File: config.mk
export PLATFORM = sky130hd
export DESIGN_NAME = turn_input_conditioner
export DESIGN_NICKNAME = d
export VERILOG_FILES = /design/src/rtl/turn_input_conditioner.sv
export SDC_FILE = /design/constraint.sdc
export NUM_CORES = 1
export LEC_CHECK = 0
export CAP_MARGIN = 20
export CORE_MARGIN = 2
export CORE_UTILIZATION = 45
export DETAILED_ROUTE_END_ITERATION = 6
export PLACE_DENSITY = 0.67
export SKIP_CTS_REPAIR_TIMING = 1
export SLEW_MARGIN = 5
export SYNTH_ARGS = -nofsm -noshare
export SYNTH_HDL_FRONTEND = slang
export SYNTH_SLANG_ARGS = --single-unit
File: constraint.sdc
create_clock -name clk -period 1.5 [get_ports clk]
set_input_delay 0.225 -clock clk [delete_from_list [all_inputs] [get_ports clk]]
set_output_delay 0.225 -clock clk [all_outputs]
set_load 0.02 [all_outputs]
File: src/rtl/turn_input_conditioner.sv
// Lever-switch conditioner for the turn-signal FSM: synchronises, debounces and
// resolves left/right conflicts, updating its outputs only on the slow tick.
module turn_input_conditioner #(
    parameter int DB_COUNT = 16,
    parameter int TICK_DIV = 8
) (
    input  logic clk,
    input  logic reset,
    input  logic left_sw,
    input  logic right_sw,
    output logic left,
    output logic right,
    output logic hazard,
    output logic tick
);

    localparam int CW = $clog2(DB_COUNT);
    localparam int TW = $clog2(TICK_DIV);
    localparam logic [CW-1:0] CNT_LAST = CW'(DB_COUNT - 1);
    localparam logic [TW-1:0] TC_LAST  = TW'(TICK_DIV - 1);

    logic [1:0]    sw;
    logic [1:0]    db;
    logic [TW-1:0] tc;

    assign sw = {right_sw, left_sw};

    // Channel 0 is left, channel 1 is right.
    for (genvar g = 0; g < 2; g++) begin : g_ch
        logic          s1;
        logic          s2;
        logic          db_r;
        logic [CW-1:0] cnt;

        always_ff @(posedge clk) begin
            if (reset) begin
                s1   <= 1'b0;
                s2   <= 1'b0;
                db_r <= 1'b0;
                cnt  <= '0;
            end else begin
                s1 <= sw[g];
                s2 <= s1;
                if (s2 == db_r) begin
                    cnt <= '0;
                end else if (cnt == CNT_LAST) begin
                    db_r <= s2;
                    cnt  <= '0;
                end else begin
                    cnt <= cnt + 1'b1;
                end
            end
        end

        assign db[g] = db_r;
    end

    // Outputs sample the debounced levels only on the tick-wrap edge.
    always_ff @(posedge clk) begin
        if (reset) begin
            tc     <= '0;
            tick   <= 1'b0;
            left   <= 1'b0;
            right  <= 1'b0;
            hazard <= 1'b0;
        end else if (tc == TC_LAST) begin
            tc     <= '0;
            tick   <= 1'b1;
            left   <= db[0] & ~db[1];
            right  <= db[1] & ~db[0];
            hazard <= db[0] & db[1];
        end else begin
            tc   <= tc + 1'b1;
            tick <= 1'b0;
        end
    end

endmodule

Word-level counts from Yosys, hierarchy flattened
Cells that the tools add are included.
{"block": "op_classes", "muxes": 1, "eq_ne": 5, "magnitude_cmp": 0, "bitwise_logic": 7, "add_sub_neg": 3, "n_div": 0, "multipliers": 0, "reduce_logical": 5, "shift": 0}
{"cell": "$add 4x1->4 const B", "count": 2}
{"cell": "$eq 4x4->1 const B", "count": 2}
{"cell": "$reduce_or 3->1", "count": 2}
{"cell": "$not 1->1", "count": 4}
{"cell": "$reduce_and 2->1", "count": 2}
{"cell": "$add 3x1->3 const B", "count": 1}
{"cell": "$and 1x1->1", "count": 3}
{"cell": "$eq 3x3->1 const B", "count": 1}
{"cell": "$eq 1x1->1", "count": 2}
{"cell": "$reduce_or 2->1", "count": 1}
{"cell": "$mux 1", "count": 1}
{"block": "totals", "out_inout_bits": 4, "ram_bits": 0, "word_cells": 34, "romBits": 0, "mem_count": 0, "in_bits": 4, "latchBits": 0, "ff_bits": 21}

Logic depth before layout (Yosys ltp)
Gate-level depths: netlist of the first run.
{"block": "logic_depth", "depth_word": 3, "depth_mapped": 4, "depth_no_buf": 4}

Worst setup path before layout of the first run
Ideal clock, no wire load.
{"block": "synth_path", "path_kind": "register to register", "startpoint": "reg g_ch[0].cnt[0]", "endpoint": "reg g_ch[0].cnt[2]", "slack_ps": 265, "stages_incl_launch_ff": 5, "arrival_time_ps": 1171, "required_time_ps": 1436, "path_cell_list": "dfxtp_1 > ha_1 > and3_1 > or3_4 > nor2_1"}
{"block": "synth_via", "elab_chain_cells": 2, "elab_cells_between_ends": 3, "classes_between": "add/sub: 1; eq/ne: 1; reduce/logical: 1"}
{"element": "from (decl)", "line_no": "33", "rtl": "logic [CW-1:0] cnt;"}
{"element": "from (signal assigned)", "line_no": "50", "rtl": "cnt <= cnt + 1'b1;"}
{"element": "branches (longest 2 deep; another with $add 4x1->4)"}
Several ways; the timed one is not identified.
A chain may end at the register's enable or synchronous reset.

Worst setup path in the final report of the first run
{"block": "layout_path", "startpoint": "reg tick", "endpoint": "out tick"}
{"element": "from (decl)", "line_no": "14", "rtl": "output logic tick"}
{"element": "from (signal assigned)", "line_no": "62", "rtl": "tick <= 1'b0;"}
{"element": "from (signal assigned)", "line_no": "68", "rtl": "tick <= 1'b1;"}
{"element": "from (signal assigned)", "line_no": "74", "rtl": "tick <= 1'b0;"}
No word-level cell between the ends.

==> flow_summary.yaml, run 1 <==
outcome:
  status: "finished, final reports clean"
timing:
  rsz0062_at_grt: "no"
  relSlewSlack_pct: 85.11
  finalSetupViolCount: 0
  worst_pin_slew_ns: 0.2230
  setup_slack_ns: 0.06231
  setup_tns_ns: 0
  max_freq_mhz: 695.6
  hold_violations: 0
  final.setup_skew_ns: 0.004461
  maxSlewViolCount: 0
  layout_min_cycle_time_ns: 1.438
  finalCritPeriodShare_pct: 95.85
worst_setup_path:
  crit_slowest_cell: "clkdlybuf4s50_1"
  r2r_end: "g_ch[1].cnt[1]"
  path_buf_inv: 1
  path_depth: 1
  critPathMaxFanout: 1
  critPathMaxStageDelay_ns: 0.59
  worstSetupEndpoint: "tick"
  r2r_slack_ns: 0.18
  worstSetupEndpointType: "output pin"
  critPathLaunchType: "flip-flop"
  startpoint: "tick"
  path_cells: "clkdlybuf4s50_1"
  setup.worst_path.class: "flip-flop to output pin"
  critPathArrivalTime_ns: 1.21
  critPathTopFamily: "buffers and inverters"
  critPathRequiredTime_ns: 1.27
  worstReg2RegStart: "g_ch[1].cnt[0]"
  r2r_cells: 4
clock_tree:
  htree_levels: 1
  clk_pin_slew_ns: 0.10
  root_buffer: "clkbuf_4"
  clock-sinks: 21
  cts_tree: "yes"
  cts_max_path_buffers: 2
  cts_made_buffers: 3
  worstSkewPairLatency_ns: 0.29
finish:
  regArea_um2: 420.4
  drive_above_1_share_pct: 8.537
  fillCellCount: 148
  multiInputGateArea_um2: 322.8
  final_util_pct: 57.71
  fin_cells: 98
  area_growth_pct: 17.91
  n_antenna_cell: 0
  nets: 92
  final_cell_area_um2: 889.6
logic_synthesis:
  ys_seq_area_share_pct: 55.72
  synth_warnings: 0
  yosysTopAreaCell: "dfxtp_1"
  syn_inst: 70
  yosys.cell_types.count: 17
  ys_ff_latch: 21
  synthTopCellsByArea: "dfxtp_1 56%, ha_1 8.3%, nor2_1 5.0%"
  syn_nets: 79
  synth.avg_cell_area_um2: 10.78
  yosysTopAreaCellShare_pct: 55.72
  syn_area_um2: 754.5
route:
  via_count: 478
  ant_nets: 0
  drt_iter0_markers: 7
  drc: 0
  dr.pass1.iters: 3
  wl_um: 1038
  vias_per_cell: 4.878
  wire_per_inst_um: 10.59
global_routing:
  antenna_found_initial: 0
  grtUsageTotal_pct: 12.71
  grt_pass1_wl_um: 1780
  grt_pass1_vias: 463
  grt_start_max_net_pins: 12
  overflow: 0
floorplanning:
  top_level_ports: 8
  placement_rows: 14
  fp.dieW_um: 44.95
  start_util_pct: 48.94
  dieArea_mm2: 0.002020
  core_area_mm2: 0.001541
  die_y_um: 44.95
place:
  placed_cell_area_um2: 855.8
  post-place-ws_ns: 0.1618
  io_buffers: 7
  dp.final_hpwl_um: 776
  placedCellCount: 94
  gp_congestion: 0.7366
pwr:
  p_leak_uw: 0.0003991
  vdd_ir_drop_max_v: 0.0008940
  power_density_mw_per_mm2: 983.0
flow_run:
  maxCapViolCount: 0
min_path:
  hold_class: "flip-flop to flip-flop"
  hold_depth: 1
flip-flops by register name, summed over array words and instances, names as in the netlist:
register / flops
g_ch.s1: 2
hazard: 1
g_ch.cnt: 8
tick: 1
tc: 3
right: 1
g_ch.db_r: 2
g_ch.s2: 2
left: 1
stage by stage:
| stage | hold WS (ns) | power [µW] |
|---|---|---|
| floorplan | 0.2966 | 610.6 |
| global placement | 0.4176 | 627.1 |
| detailed placement | 0.4288 | 628.4 |
| CTS | 0.4482 | 890.4 |
| global route | 0.4621 | 917.8 |
| finish | 0.4398 | 874.5 |
cell usage after synthesis:
cell,count
nand3_1,3
nand3b_1,2
nor2_1,10
dfxtp_1,21
mux2i_1,2
nor3b_1,2
xor2_1,2
nand2b_1,3
inv_1,2
or3_4,2
xnor2_1,4
a21oi_1,3
and3_1,2
ha_1,5
clkbuf_1,1
nor2b_1,5
nor3_1,1
where the power goes:
group,switching (µW),internal [µW],total [µW]
Clock,156,103,260
Sequential,5.75,571,577
Combinational,14.5,23.3,37.8
placed cells by master, fill, tap and decap left out:
master / Yosys / final
or3_4: 2 / 2
dfxtp_1: 21 / 21
xnor2_1: 4 / 4
nor3_1: 1 / 1
inv_1: 2 / 2
nor2b_1: 5 / 5
ha_1: 5 / 5
nor2_1: 10 / 10
clkbuf_4: 0 / 3
a21oi_1: 3 / 3
xor2_1: 2 / 2
dlymetal6s2s_1: 0 / 3
nand3_1: 3 / 3
nor3b_1: 2 / 2
nand2b_1: 3 / 3
and3_1: 2 / 2
mux2i_1: 2 / 2
nand3b_1: 2 / 2
clkbuf_1: 1 / 1
buf_4: 0 / 2
clkdlybuf4s50_1: 0 / 4
layer usage:
metal	vias up	GRT usage [%]	share of wire, %
li1	253	-	-
met1	216	13.78	45
met2	7	20.29	48
met3	2	6.000	5.1
met4	0	7.059	1.4
met5	-	0	0
final cells by class:
type	count	area share (%)
Timing Repair Buffer	9	10.41
Clock buffer	4	2.954
Sequential cell	21	47.26
Tap cell	16	2.250
Multi-Input combinational cell	46	36.29
Inverter	2	0.8439
worst min-delay path by stage:
| stage | from | end | slack (ns) |
|---|---|---|---|
| floorplan | reset | g_ch[1].s1 | 0.30 |
| global placement | tc[0] | tc[0] | 0.42 |
| detailed placement | g_ch[0].s1 | g_ch[0].s2 | 0.43 |
| CTS | tc[0] | tc[0] | 0.45 |
| global route | right_sw | g_ch[1].s1 | 0.46 |
| finish | tc[0] | tc[0] | 0.44 |
kinds of logic after synthesis:
logic type      after synthesis  share of synthesized area, %
compound gates                3                         1.989
xor+xnor                      6                         6.965
fa+ha+maj                     5                         8.292
buf+inv                       3                         1.492
flops                        21                         55.72
mux                           2                         2.654
simple gates                 30                         22.88
(Power assumes the default switching activity.)
==> run 2: changes to the inputs <==
- CTS_CLUSTER_DIAMETER: unset -> 80
==> results of run 2 <==
The final DEF is identical to that of run 1; final timing and power are the same.
==> run 3: changes to the inputs <==
- clock period: 1.5 -> 1.7 ns (I/O delays scaled with it)
==> run 3 against run 2 <==
Die area did not move. Combinational power decreased by 12%. Critical path depth unchanged. Worst hold slack gained 0.0036 ns. Design area fell by 0.84%. Critical endpoint is now left. Highest routed layer is now met3.
==> flow_summary.yaml, run 3 (synthesis gave the netlist of run 1 again) <==
place:
  dp.final_hpwl_um: 752.7
  post-place-ws_ns: 0.3599
  gp_congestion: 0.7016
  placed_cell_area_um2: 855.8
  io_buffers: 7
timing:
  hold_violations: 0
  final.setup_skew_ns: 0.003420
  rsz0062_at_grt: "no"
  layout_min_cycle_time_ns: 1.495
  finalCritPeriodShare_pct: 87.92
  finalSetupViolCount: 0
  relSlewSlack_pct: 85.11
  setup_tns_ns: 0
  setup_slack_ns: 0.2054
  maxSlewViolCount: 0
  worst_pin_slew_ns: 0.2227
  max_freq_mhz: 669.1
global_routing:
  grtUsageTotal_pct: 11.88
  overflow: 0
  grt_start_max_net_pins: 12
  grt_pass1_wl_um: 1669
  antenna_found_initial: 0
  grt_pass1_vias: 451
clock_tree:
  root_buffer: "clkbuf_4"
  cts_max_path_buffers: 2
  worstSkewPairLatency_ns: 0.29
  htree_levels: 1
  clock-sinks: 21
  cts_tree: "yes"
  clk_pin_slew_ns: 0.11
  cts_made_buffers: 3
finish:
  nets: 92
  final_util_pct: 57.22
  final_cell_mix: "21 x dfxtp_1, 10 x nor2_1, 7 x clkdlybuf4s50_1"
  final_cell_area_um2: 882.1
  fillCellCount: 140
  area_growth_pct: 16.92
  reg.largest.list: "g_ch.cnt x8, tc x3"
  largest_register_ffs: 8
  n_antenna_cell: 0
  final_common_cell: "dfxtp_1"
  top_register: "g_ch.cnt"
  drive_above_1_share_pct: 8.537
outcome:
  status: "finished, final reports clean"
floorplanning:
  core_area_mm2: 0.001541
  fp.dieW_um: 44.95
  top_level_ports: 8
  die_y_um: 44.95
  dieArea_mm2: 0.002020
  start_util_pct: 48.94
  placement_rows: 14
route:
  drc: 0
  wire_per_inst_um: 9.949
  vias_per_cell: 4.939
  ant_nets: 0
  drt_iter0_markers: 3
  wl_um: 975
  dr.pass1.iters: 4
  via_count: 484
worst_setup_path:
  critPathMaxFanout: 2
  worstSetupEndpointType: "output pin"
  startpoint: "left"
  critPathMaxStageDelay_ns: 0.60
  critPathArrivalTime_ns: 1.24
  crit_slowest_cell: "clkdlybuf4s50_1"
  path_buf_inv: 1
  path_cells: "clkdlybuf4s50_1"
  critPathLaunchType: "flip-flop"
  worstReg2RegStart: "g_ch[0].cnt[0]"
  setup.worst_path.class: "flip-flop to output pin"
  critPathTopFamily: "buffers and inverters"
  critPathRequiredTime_ns: 1.44
min_path:
  hold_class: "flip-flop to flip-flop"
  hp-start: "g_ch[0].s1"
pwr:
  power_density_mw_per_mm2: 871.8
  p_leak_uw: 0.0003428
  vdd_ir_drop_max_v: 0.0006343
  p_total_uw: 769.0
flow_run:
  maxCapViolCount: 0
==> run 3: cell count changes in the layout (fill, tap and decap cells not counted) <==
cell / before / now
dlymetal6s2s_1: 3 / 0
clkdlybuf4s50_1: 4 / 7
==> run 3: metrics by stage <==
| step | instances | hold slack (ns) |
|---|---|---|
| after floorplan | 70 | 0.3266 |
| after global placement | 94 | 0.4163 |
| after detailed placement | 94 | 0.4265 |
| after CTS | 98 | 0.4543 |
| after global routing | 98 | 0.4573 |
| final | 98 | 0.4434 |
==> run 3: final cells by class <==
class	count	area [µm²]	area share, %
repair buffers	9	85.08	9.645
well taps	16	20.02	2.270
flip-flops and latches	21	420.4	47.66
multi-input cells	46	322.8	36.60
clock buffers	4	26.28	2.979
inverters	2	7.507	0.8511
==> run 3: metal layers <==
layer  track usage, %  routed length, µm
met1            13.28                454
met3            6.000                 25
met5                0                  0
met4            5.294                  0
met2            18.86                495
==> run 3: path summary, 6_finish.rpt <==
kind	to	slack, ns	depth (start not counted)
worst max register to register	g_ch[0].cnt[3]	0.39	4
worst max-delay path	left	0.21	1
worst min register to register	g_ch[0].s2	0.44	1
worst min-delay path	g_ch[0].s2	0.44	1
==> run 3: power by group <==
part           switching (µW)  internal [µW]  leakage [µW]  total [µW]
sequential               5.28            504      0.000171         509
combinational            12.5           20.6      0.000157        33.1
clock                     136           91.2     0.0000150         227
==> RTL edit (settings of run 1) <==
Register the inputs `left_sw` and `right_sw` before use, with the module's reset. The logic sees them one clock later.
--- a/src/rtl/turn_input_conditioner.sv
+++ b/src/rtl/turn_input_conditioner.sv
@@ -19,11 +19,24 @@
     localparam logic [CW-1:0] CNT_LAST = CW'(DB_COUNT - 1);
     localparam logic [TW-1:0] TC_LAST  = TW'(TICK_DIV - 1);
 
+    logic left_sw_q;
+    logic right_sw_q;
+
+    always_ff @(posedge clk) begin
+        if (reset) begin
+            left_sw_q  <= '0;
+            right_sw_q <= '0;
+        end else begin
+            left_sw_q  <= left_sw;
+            right_sw_q <= right_sw;
+        end
+    end
+
     logic [1:0]    sw;
     logic [1:0]    db;
     logic [TW-1:0] tc;
 
-    assign sw = {right_sw, left_sw};
+    assign sw = {right_sw_q, left_sw_q};
 
     // Channel 0 is left, channel 1 is right.
     for (genvar g = 0; g < 2; g++) begin : g_ch
Behaviour: no difference found for any inputs over 10 cycles, from zero or initial values and one cycle with reset high; that may be too few to reach the edited logic, so the function may still have changed.
==> RTL edit against run 1 <==
Routed wire length decreased by 2.8%. Design area up 7.0%. Fmax is essentially flat. Power rose by 6.7%. Area after synthesis increased by 7.6%. Sequential cell count grew 2. Via count is 5.4% higher. Die area rose by 6.9%. Setup slack about the same. Largest cell class unchanged. Largest power group unchanged.
==> RTL edit: results (changes against run 1) <==
| Metric | Value |
|---|---|
| Clk_lat worst skew | `0.30 ns` |
| Ranking of synthesized cells by area | `dfxtp_1 (57%), ha_1 (7.7%), nor2b_1 (5.4%) (was dfxtp_1 (56%), ha_1 (8.3%), nor2_1 (5.0%))` |
| VDD IR-drop max | `0.6605 mV (was 0.8940 mV)` |
| DR WL/cell | `9.173 um (was 10.59 um)` |
| Initial antenna violation count | `0 (unchanged)` |
| DRT iter0 DRCs | `3 (was 7)` |
| Port Buffers | `7 (unchanged)` |
| Hpwl dp | `744.5 um (was 776 um)` |
| Critical path fanouts, max | `1 (unchanged)` |
| Cell variety after synth | `18 (was 17)` |
| Portion of netlist area occupied by mux cells | `2.465% (was 2.653%)` |
| Syn_nets | `83 (was 79)` |
| Largest regs | `g_ch.cnt: 8 flops, tc: 3 flops (unchanged)` |
| Worst slew pin tran | `0.2308 ns (was 0.2230 ns)` |
| Critical path arrival | `1.21 ns (about the same)` |
| Crit path largest cell delay | `0.59 ns (about the same)` |
| Depth of the CTS H-tree | `1 (unchanged)` |
| Clk root buf | `clkbuf_4 (unchanged)` |
| Worst Hold Class | `flop to flop (unchanged)` |
| Number of global-route vias before repair | `436 (was 463)` |
| Global Route met1 Usage | `13.73% (was 13.78%)` |
| Ys Warns | `0 (unchanged)` |
| Post-synthesis adder-cell area fraction | `7.704% (was 8.292%)` |
| Nets | `95 (was 92)` |
| Final RePlAce weighted congestion | `0.6314 (was 0.7366)` |
| Synth Area in Compound Gates | `1.849% (was 1.990%)` |
| GRT Overall Usage | `11.29% (was 12.71%)` |
| Post-Synth XOR/XNOR Area | `6.471% (was 6.965%)` |
| Leakage | `0.4145 nW (was 0.3991 nW)` |
| FF-to-FF setup slack | `0.18 ns (about the same)` |
| DRT Pass-1 Iters | `2 (was 3)` |
| GR met3 Demand/Resource | `2.353% (was 6.000%)` |
| First-pass GRT wire length | `1.690 mm (was 1.780 mm)` |
| Longest Clk Path Bufs | `2 (unchanged)` |
| Status | `finished, final reports clean (unchanged)` |
| Top post-synthesis cells by count | `dfxtp_1 (23), nor2_1 (10), nor2b_1 (7) (was dfxtp_1 (21), nor2_1 (10), ha_1 (5), nor2b_1 (5), xnor2_1 (4))` |
| Post-synthesis sequential area ratio | `56.70% (was 55.72%)` |
| ANT cells | `0 (unchanged)` |
| Slowest-stage cell, CP | `clkdlybuf4s50_1 (unchanged)` |
| CP delay by family, top | `buffers and inverters (unchanged)` |
| Clk pin slew, worst setup/hold paths | `0.12 ns (was 0.10 ns)` |
| DP Area | `917.1 um^2 (was 855.8 um^2)` |
| Layout cells sized above 1 | `9.412% (was 8.537%)` |
| Met2 GRT Util | `17.22% (was 20.29%)` |
| Largest net degree at the start of global routing | `14 (was 12)` |
| Setup Skew | `0.003138 ns (was 0.004461 ns)` |
| Total CTS buffers | `3 (unchanged)` |
| Via density | `4.582 (was 4.878)` |
| Post-synth ARST share | `0% (unchanged)` |
RTL edit: cell count changes in the layout (fill, tap and decap cells not counted), sizes merged:
cell,change
buf,-1
clkbuf,-1
clkinv,+1
dfxtp,+2
nor2b,+2
RTL edit: path summary, 6_finish.rpt:
path                                  start                   endpoint  cells after the start
hold / removal             tc[0]$_SDFF_PP0_           tc[0]$_SDFF_PP0_                      1
setup reg to reg  g_ch[0].cnt[0]$_SDFF_PP0_  g_ch[0].cnt[2]$_SDFF_PP0_                      4
hold reg to reg            tc[0]$_SDFF_PP0_           tc[0]$_SDFF_PP0_                      1
setup / recovery            tick$_SDFF_PP0_                       tick                      1
RTL edit: layout make-up:
cell class                 instances  area (um^2)
tap                               25        31.28
multi-input combinational         48        340.3
clock inverter                     1        5.005
inverter                           2        7.507
sequential                        23        460.4
clock buffer                       3        22.52
timing repair buffer               8        85.08
fill                             158        755.7
RTL edit: routing by layer:
metal / vias up / part of all wire (%)
met4: 0 / 1.2
met1: 234 / 49
met3: 2 / 2.9
met2: 5 / 47
met5: - / 0
li1: 263 / -
RTL edit: kinds of logic after synthesis:
group,after synthesis
fa+ha+maj,5
simple gates,32
compound gates,3
buf+inv,3
flops,23
xor+xnor,6
mux,2
RTL edit: per-stage QoR:
stage	hold slack, ns	utilization [%]	setup slack, ns	power, mW	instances
6_report	0.4379	55.75	0.06186	0.9333	110
5_1_grt	0.4681	55.75	0.003167	0.9834	110
4_1_cts	0.4444	55.31	0.008992	0.9502	110
3_5_place_dp	0.4233	53.70	0.1362	0.6803	106
3_3_place_gp	0.4173	53.70	0.1656	0.6789	106
2_1_floorplan	0.2966	-	0.2652	0.6637	74
RTL edit: where the power goes:
group	internal, mW	switching [mW]
clock	0.0993	0.169
sequential	0.625	0.00542
combinational	0.0210	0.0137
total	0.745	0.188
